==> src/rtl/add_num_rd_engine.sv <==
// CCI-P c0 read engine for the add-two-numbers AFU: reads N lines from a base address,
// adds two operands per returned line and queues the sums in a credit-limited FIFO.
module add_num_rd_engine #(
  parameter int unsigned ADDR_W = 42,
  parameter int unsigned CNT_W  = 16,
  parameter int unsigned OPW    = 8,
  parameter int unsigned DEPTH  = 8
) (
  input  logic              clk,
  input  logic              reset_n,
  input  logic              start,
  input  logic [ADDR_W-1:0] base_addr,
  input  logic [CNT_W-1:0]  line_cnt,
  output logic              c0_req_valid,
  output logic [ADDR_W-1:0] c0_req_addr,
  output logic [CNT_W-1:0]  c0_req_mdata,
  input  logic              c0TxAlmFull,
  input  logic              c0_rsp_valid,
  input  logic [CNT_W-1:0]  c0_rsp_mdata,
  input  logic [511:0]      c0_rsp_data,
  output logic              sum_valid,
  input  logic              sum_ready,
  output logic [OPW:0]      sum_data,
  output logic [CNT_W-1:0]  sum_idx,
  output logic              busy,
  output logic              done,
  output logic              stray_err
);
  localparam int unsigned PW = $clog2(DEPTH);
  localparam int unsigned CW = PW + 1;
  localparam int unsigned EW = CNT_W + OPW + 1;

  typedef enum logic [1:0] {IDLE = 2'd0, ISSUE = 2'd1, WAIT = 2'd2, FINISH = 2'd3} state_t;

  state_t            state_q, state_d;
  logic [ADDR_W-1:0] base_q;
  logic [CNT_W-1:0]  cnt_q, issued_q, received_q;
  logic [CW-1:0]     outstanding_q, count_q, count_d;
  logic [PW-1:0]     wr_ptr_q, rd_ptr_q;
  logic [EW-1:0]     mem_q [DEPTH];

  logic              credit_ok_c, issue_c, last_issue_c, accept_c, stray_c, pop_c, start_c;
  logic [OPW:0]      sum_c;
  logic              req_valid_d, busy_d, done_d;
  logic [ADDR_W-1:0] req_addr_d;
  logic [CNT_W-1:0]  req_mdata_d;
  logic              unused_c;

  // Credit check on pre-update values: every in-flight read owns a FIFO slot.
  assign credit_ok_c  = ((CW+1)'(outstanding_q) + (CW+1)'(count_q)) < (CW+1)'(DEPTH);
  assign issue_c      = (state_q == ISSUE) && !c0TxAlmFull && credit_ok_c && (issued_q != cnt_q);
  assign last_issue_c = issue_c && ((issued_q + CNT_W'(1)) == cnt_q);
  assign start_c      = (state_q == IDLE) && start;
  assign accept_c     = c0_rsp_valid && (outstanding_q != '0);
  assign stray_c      = c0_rsp_valid && (outstanding_q == '0);
  assign pop_c        = sum_valid && sum_ready;
  assign sum_c        = (OPW+1)'(c0_rsp_data[OPW-1:0]) + (OPW+1)'(c0_rsp_data[2*OPW-1:OPW]);
  assign count_d      = count_q + CW'(accept_c) - CW'(pop_c);
  assign unused_c     = ^c0_rsp_data[511:2*OPW];

  always_ff @(posedge clk or negedge reset_n) begin
    if (!reset_n) state_q <= IDLE;
    else          state_q <= state_d;
  end

  always_comb begin
    state_d = state_q;
    case (state_q)
      IDLE:    if (start) state_d = (line_cnt == '0) ? FINISH : ISSUE;
      ISSUE:   if (last_issue_c) state_d = WAIT;
      WAIT:    if ((received_q == cnt_q) && (count_q == '0)) state_d = FINISH;
      FINISH:  state_d = IDLE;
      default: state_d = IDLE;
    endcase
  end

  always_comb begin
    req_valid_d = issue_c;
    req_addr_d  = c0_req_addr;
    req_mdata_d = c0_req_mdata;
    busy_d      = (state_d != IDLE);
    done_d      = (state_d == FINISH);
    if (issue_c) begin
      req_addr_d  = base_q + ADDR_W'(issued_q);
      req_mdata_d = issued_q;
    end
  end

  always_ff @(posedge clk or negedge reset_n) begin
    if (!reset_n) begin
      c0_req_valid <= 1'b0;
      c0_req_addr  <= '0;
      c0_req_mdata <= '0;
      busy         <= 1'b0;
      done         <= 1'b0;
      sum_valid    <= 1'b0;
    end else begin
      c0_req_valid <= req_valid_d;
      c0_req_addr  <= req_addr_d;
      c0_req_mdata <= req_mdata_d;
      busy         <= busy_d;
      done         <= done_d;
      sum_valid    <= (count_d != '0);
    end
  end

  // Job counters, outstanding-read tracking, FIFO pointers and the sticky stray flag.
  always_ff @(posedge clk or negedge reset_n) begin
    if (!reset_n) begin
      base_q        <= '0;
      cnt_q         <= '0;
      issued_q      <= '0;
      received_q    <= '0;
      outstanding_q <= '0;
      count_q       <= '0;
      wr_ptr_q      <= '0;
      rd_ptr_q      <= '0;
      stray_err     <= 1'b0;
    end else begin
      if (start_c) begin
        base_q        <= base_addr;
        cnt_q         <= line_cnt;
        issued_q      <= '0;
        received_q    <= '0;
        outstanding_q <= '0;
      end else begin
        if (issue_c)  issued_q   <= issued_q + CNT_W'(1);
        if (accept_c) received_q <= received_q + CNT_W'(1);
        case ({issue_c, accept_c})
          2'b10:   outstanding_q <= outstanding_q + CW'(1);
          2'b01:   outstanding_q <= outstanding_q - CW'(1);
          default: outstanding_q <= outstanding_q;
        endcase
      end
      if (stray_c)      stray_err <= 1'b1;
      else if (start_c) stray_err <= 1'b0;
      count_q <= count_d;
      if (accept_c) wr_ptr_q <= wr_ptr_q + PW'(1);
      if (pop_c)    rd_ptr_q <= rd_ptr_q + PW'(1);
    end
  end

  always_ff @(posedge clk or negedge reset_n) begin
    if (!reset_n) begin
      for (int unsigned i = 0; i < DEPTH; i++) mem_q[i] <= '0;
    end else if (accept_c) begin
      mem_q[wr_ptr_q] <= {c0_rsp_mdata, sum_c};
    end
  end

  assign {sum_idx, sum_data} = mem_q[rd_ptr_q];

endmodule

==> config.mk <==
export PLATFORM = sky130hd
export DESIGN_NAME = add_num_rd_engine
export DESIGN_NICKNAME = d
export VERILOG_FILES = /design/src/rtl/add_num_rd_engine.sv
export SDC_FILE = /design/constraint.sdc
export NUM_CORES = 1
export LEC_CHECK = 0
export BUFFER_PORTS_ARGS = -buffer_cell sky130_fd_sc_hd__buf_2
export CAP_MARGIN = 20
export CORE_AREA = 2 2 265 267
export DETAILED_ROUTE_END_ITERATION = 7
export DIE_AREA = 0 0 267 269
export SYNTH_ARGS = -nofsm -noshare
export SYNTH_HDL_FRONTEND = slang
export SYNTH_SLANG_ARGS = --single-unit
==> constraint.sdc <==
create_clock -name clk -period 5.9 [get_ports clk]
set_input_delay 1.475 -clock clk [delete_from_list [all_inputs] [get_ports clk]]
set_output_delay 1.475 -clock clk [all_outputs]
set_load 0.01 [all_outputs]
==> metrics.cfg <==
[die]
core_area_mm2=0.0693
die_area_mm2=0.0718
start_util_pct=26.2
chipHeight_um=269
fp.dieW_um=267
rows=97
ios=680

[sta]
period_minus_slack_ps=4320
tightest_slew_ps=1110
finalSetupViolCount=0
slew_headroom_pct=26.1
fin_skew_ps=30.4
fmax_mhz=231
final_max_slew_viol_count=0
finalHoldViolations=0
setup_tns_ps=0
rsz0062_at_grt=no
finalCritPeriodShare_pct=73.3

[placement]
placed_cell_area_mm2=0.0200
globalplace.congestion=0.854
dp_hpwl_um=32500
io_buffers=183

[synth]
ys.flop_type=dfrtp_1
synth_area_mm2=0.0181
synth_cell_types=65
synth-edff-count=0
synth_top_area_share_pct=50.9
async_flop_share_pct=100
synthCells=1751
syn_nets=2385
synth_seq_cells=369
synth_warnings=0
synthTopCellsByArea=dfrtp_1 51%, nand2_1 11%, mux2_2 7.0%
synth_top_cell_by_area=dfrtp_1
synth_most_common_cell=nand2_1
syn_avg_cell_area_um2=10.4
synth-seq-area-share_pct=50.9
yosys-top-cells-count=535 x nand2_1, 369 x dfrtp_1, 112 x mux2_2

[finish]
final_util_pct=30.9
fill_cells=7065
fin_area_mm2=0.0214
drive_above_1_share_pct=23.5
area_growth_pct=18.1
nNetsFinal=2531

[cts]
cts_tree=yes
cts_max_level=2
cts_made_buffers=41
clk_path_buf_depth=3
path_clk_slew_ps=60
cts_resized=0
cts_root_buf=clkbuf_16
holdBufCountCts=0
cts.sink_count=369
clkLatencyLatePin_ps=580
post_cts_buffers=0

[global_route]
grt_overflow=0
grt_pass1_vias=13400
grt_max_degree=120
grt_pass1_wl_um=76100
track_usage_pct=13.5
antenna_found_initial=10

[drt]
vias_per_cell=4.66
dr_total_vias=13400
drt_wl_total_um=48900
dr.first_iter.drc_count=882
wire_per_inst_um=17.0
drcViolationCount=0
firstDrtPassIters=5
detail-route-antenna-nets=0

[critical_path]
worst-r2r-setup-slack_ps=2290
critPathCaptureType=output pin
cpPeakStageDelay_ps=1000
crit_type=flip-flop to output pin
r2r_start=issued_q[3]$_DFFE_PN0P_
path_delay_family=flip-flops
r2r-end=outstanding_q[3]$_DFFE_PN0P_
start_kind=flip-flop
crit_required_ps=4430
path_max_fanout=34
arrival_ps=2850
cp_cell_sequence=buf_4, mux4_2, mux2_2, buf_2
crit_buf_inv=2
crit_slowest_cell=dfrtp_2
rr_worst_depth=12

[pwr]
p_total_w=0.00920
vdd.ir_drop.worst_v=0.000232
p_per_area_mw_per_mm2=429
p_leak_nw=10.1

[run_status]
status=completed

[worst_hold_path]
hold_depth=2
min_to=mem_q[171]$_DFFE_PN0P_
min_from=mem_q[171]$_DFFE_PN0P_
hp-class=flip-flop to flip-flop

[job]
max-cap-violations=0

## sequential cells by signal, summed over array words and instances, names as in the netlist
| signal | flops |
|---|---|
| sum_valid | 1 |
| state_q | 2 |
| busy | 1 |
| c0_req_mdata | 16 |
| received_q | 16 |
| mem_q | 200 |
| count_q | 4 |
| cnt_q | 16 |
| issued_q | 16 |
| base_q | 42 |
| rd_ptr_q | 3 |
| wr_ptr_q | 3 |
| c0_req_valid | 1 |
| outstanding_q | 4 |
| done | 1 |
| c0_req_addr | 42 |
| stray_err | 1 |
## layout by cell type (no fill, tap or decap), types with 3 or more instances in the layout
master      synthesis  final
a211oi_1            8      8
a21o_1             12     11
a21oi_1            29     29
a31oi_1             3      3
and2_1              4      3
and3_1             11     11
buf_2              21    182
buf_4               3     17
bufinv_16           0      3
clkbuf_1           62      6
clkbuf_16           0     41
clkbuf_8            0      7
clkinv_2            0     12
clkinvlp_4          0      3
dfrtp_1           369    366
diode_2             0      4
fa_1                4      4
ha_1               38     38
inv_1              23     23
mux2_2            112    112
mux2i_1            10     10
mux4_2             50     50
nand2_1           535    533
nand2b_1            4      4
nand3_1            22     22
nand4_1            20     20
nand4b_1            4      4
nor2_1             59     59
nor2b_1             7      7
nor3_1             17     17
nor3b_1             6      6
nor4_1              8      8
nor4b_1             3      3
o21a_1              4      4
o21ai_0           106    106
o31ai_1            16     16
or3_1               6      5
or4_1               3      3
xnor2_1            80     80
xor2_1             39     39
## through the flow
| step | setup slack (ps) | hold WS, ps | instances |
|---|---|---|---|
| after global routing | 1470 | 496 | 2871 |
| after global placement | 1830 | 454 | 2793 |
| final | 1580 | 473 | 2873 |
| after floorplan | 2290 | 441 | 1751 |
| after detailed placement | 1760 | 461 | 2794 |
| after CTS | 1550 | 477 | 2869 |
## report_power, final
| part | internal [W] | switching (W) | total (W) |
|---|---|---|---|
| logic | 0.00144 | 0.00130 | 0.00274 |
| registers | 0.00325 | 0.000584 | 0.00384 |
| clock network | 0.00152 | 0.00111 | 0.00262 |
| total | 0.00621 | 0.00299 | 0.00920 |
## worst reg2reg max path: stages (launching register included)
cell and delay [ps]:
dfrtp_1 530, xor2_1 230, or4_1 550, nor4_2 180
a21o_4 410, inv_4 210, nor2_1 280, ha_1 290
a21o_1 150, a21oi_1 200, and3_1 210, o21ai_1 70
nor3b_2 150
## worst max path at each step
stage | startpoint | endpoint | slack (ps) | cells after the start
after floorplan | c0_rsp_valid | sum_valid$_DFF_PN0_ | 2290 | 10
after global placement | c0TxAlmFull | outstanding_q[3]$_DFFE_PN0P_ | 1830 | 12
after detailed placement | c0TxAlmFull | outstanding_q[3]$_DFFE_PN0P_ | 1760 | 12
after CTS | rd_ptr_q[1]$_DFFE_PN0P_ | sum_data[7] | 1550 | 4
after global routing | rd_ptr_q[1]$_DFFE_PN0P_ | sum_data[8] | 1470 | 4
final | rd_ptr_q[1]$_DFFE_PN0P_ | sum_data[7] | 1580 | 4
## area by class of cell
class                   instances  area (um2)  share of cell area, %
repair buffers                203        1120                   5.23
inverters                      26         100                  0.467
well taps                     940        1180                   5.49
flip-flops and latches        369        9240                   43.1
diodes                          4        10.0                 0.0467
clock inverters                21         239                   1.11
multi-input cells            1256        8410                   39.2
clock buffers                  54        1140                   5.34
## kinds of logic (layout without fill, tap and decap cells)
kind of cell / count (synthesis) / count (layout) / synth area share (%)
XOR/XNOR: 120 / 120 / 5.90
AO/OA/AOI/OAI: 198 / 198 / 6.43
other: 0 / 4 / 0
flip-flops: 369 / 369 / 50.9
buffers and inverters: 126 / 304 / 2.95
adder cells (fa/ha/maj): 42 / 42 / 3.06
multiplexers: 174 / 174 / 13.8
AND/OR/NAND/NOR: 722 / 722 / 16.9
## routing by layer
metal / up-vias / global-route usage [%] / wire, um
li1: 6234 / - / -
met1: 6645 / 17.9 / 21300
met2: 389 / 21.7 / 23100
met3: 114 / 2.29 / 2560
met4: 2 / 5.98 / 1990
met5: - / 0 / 12
Power figures use the tool's default switching activity.
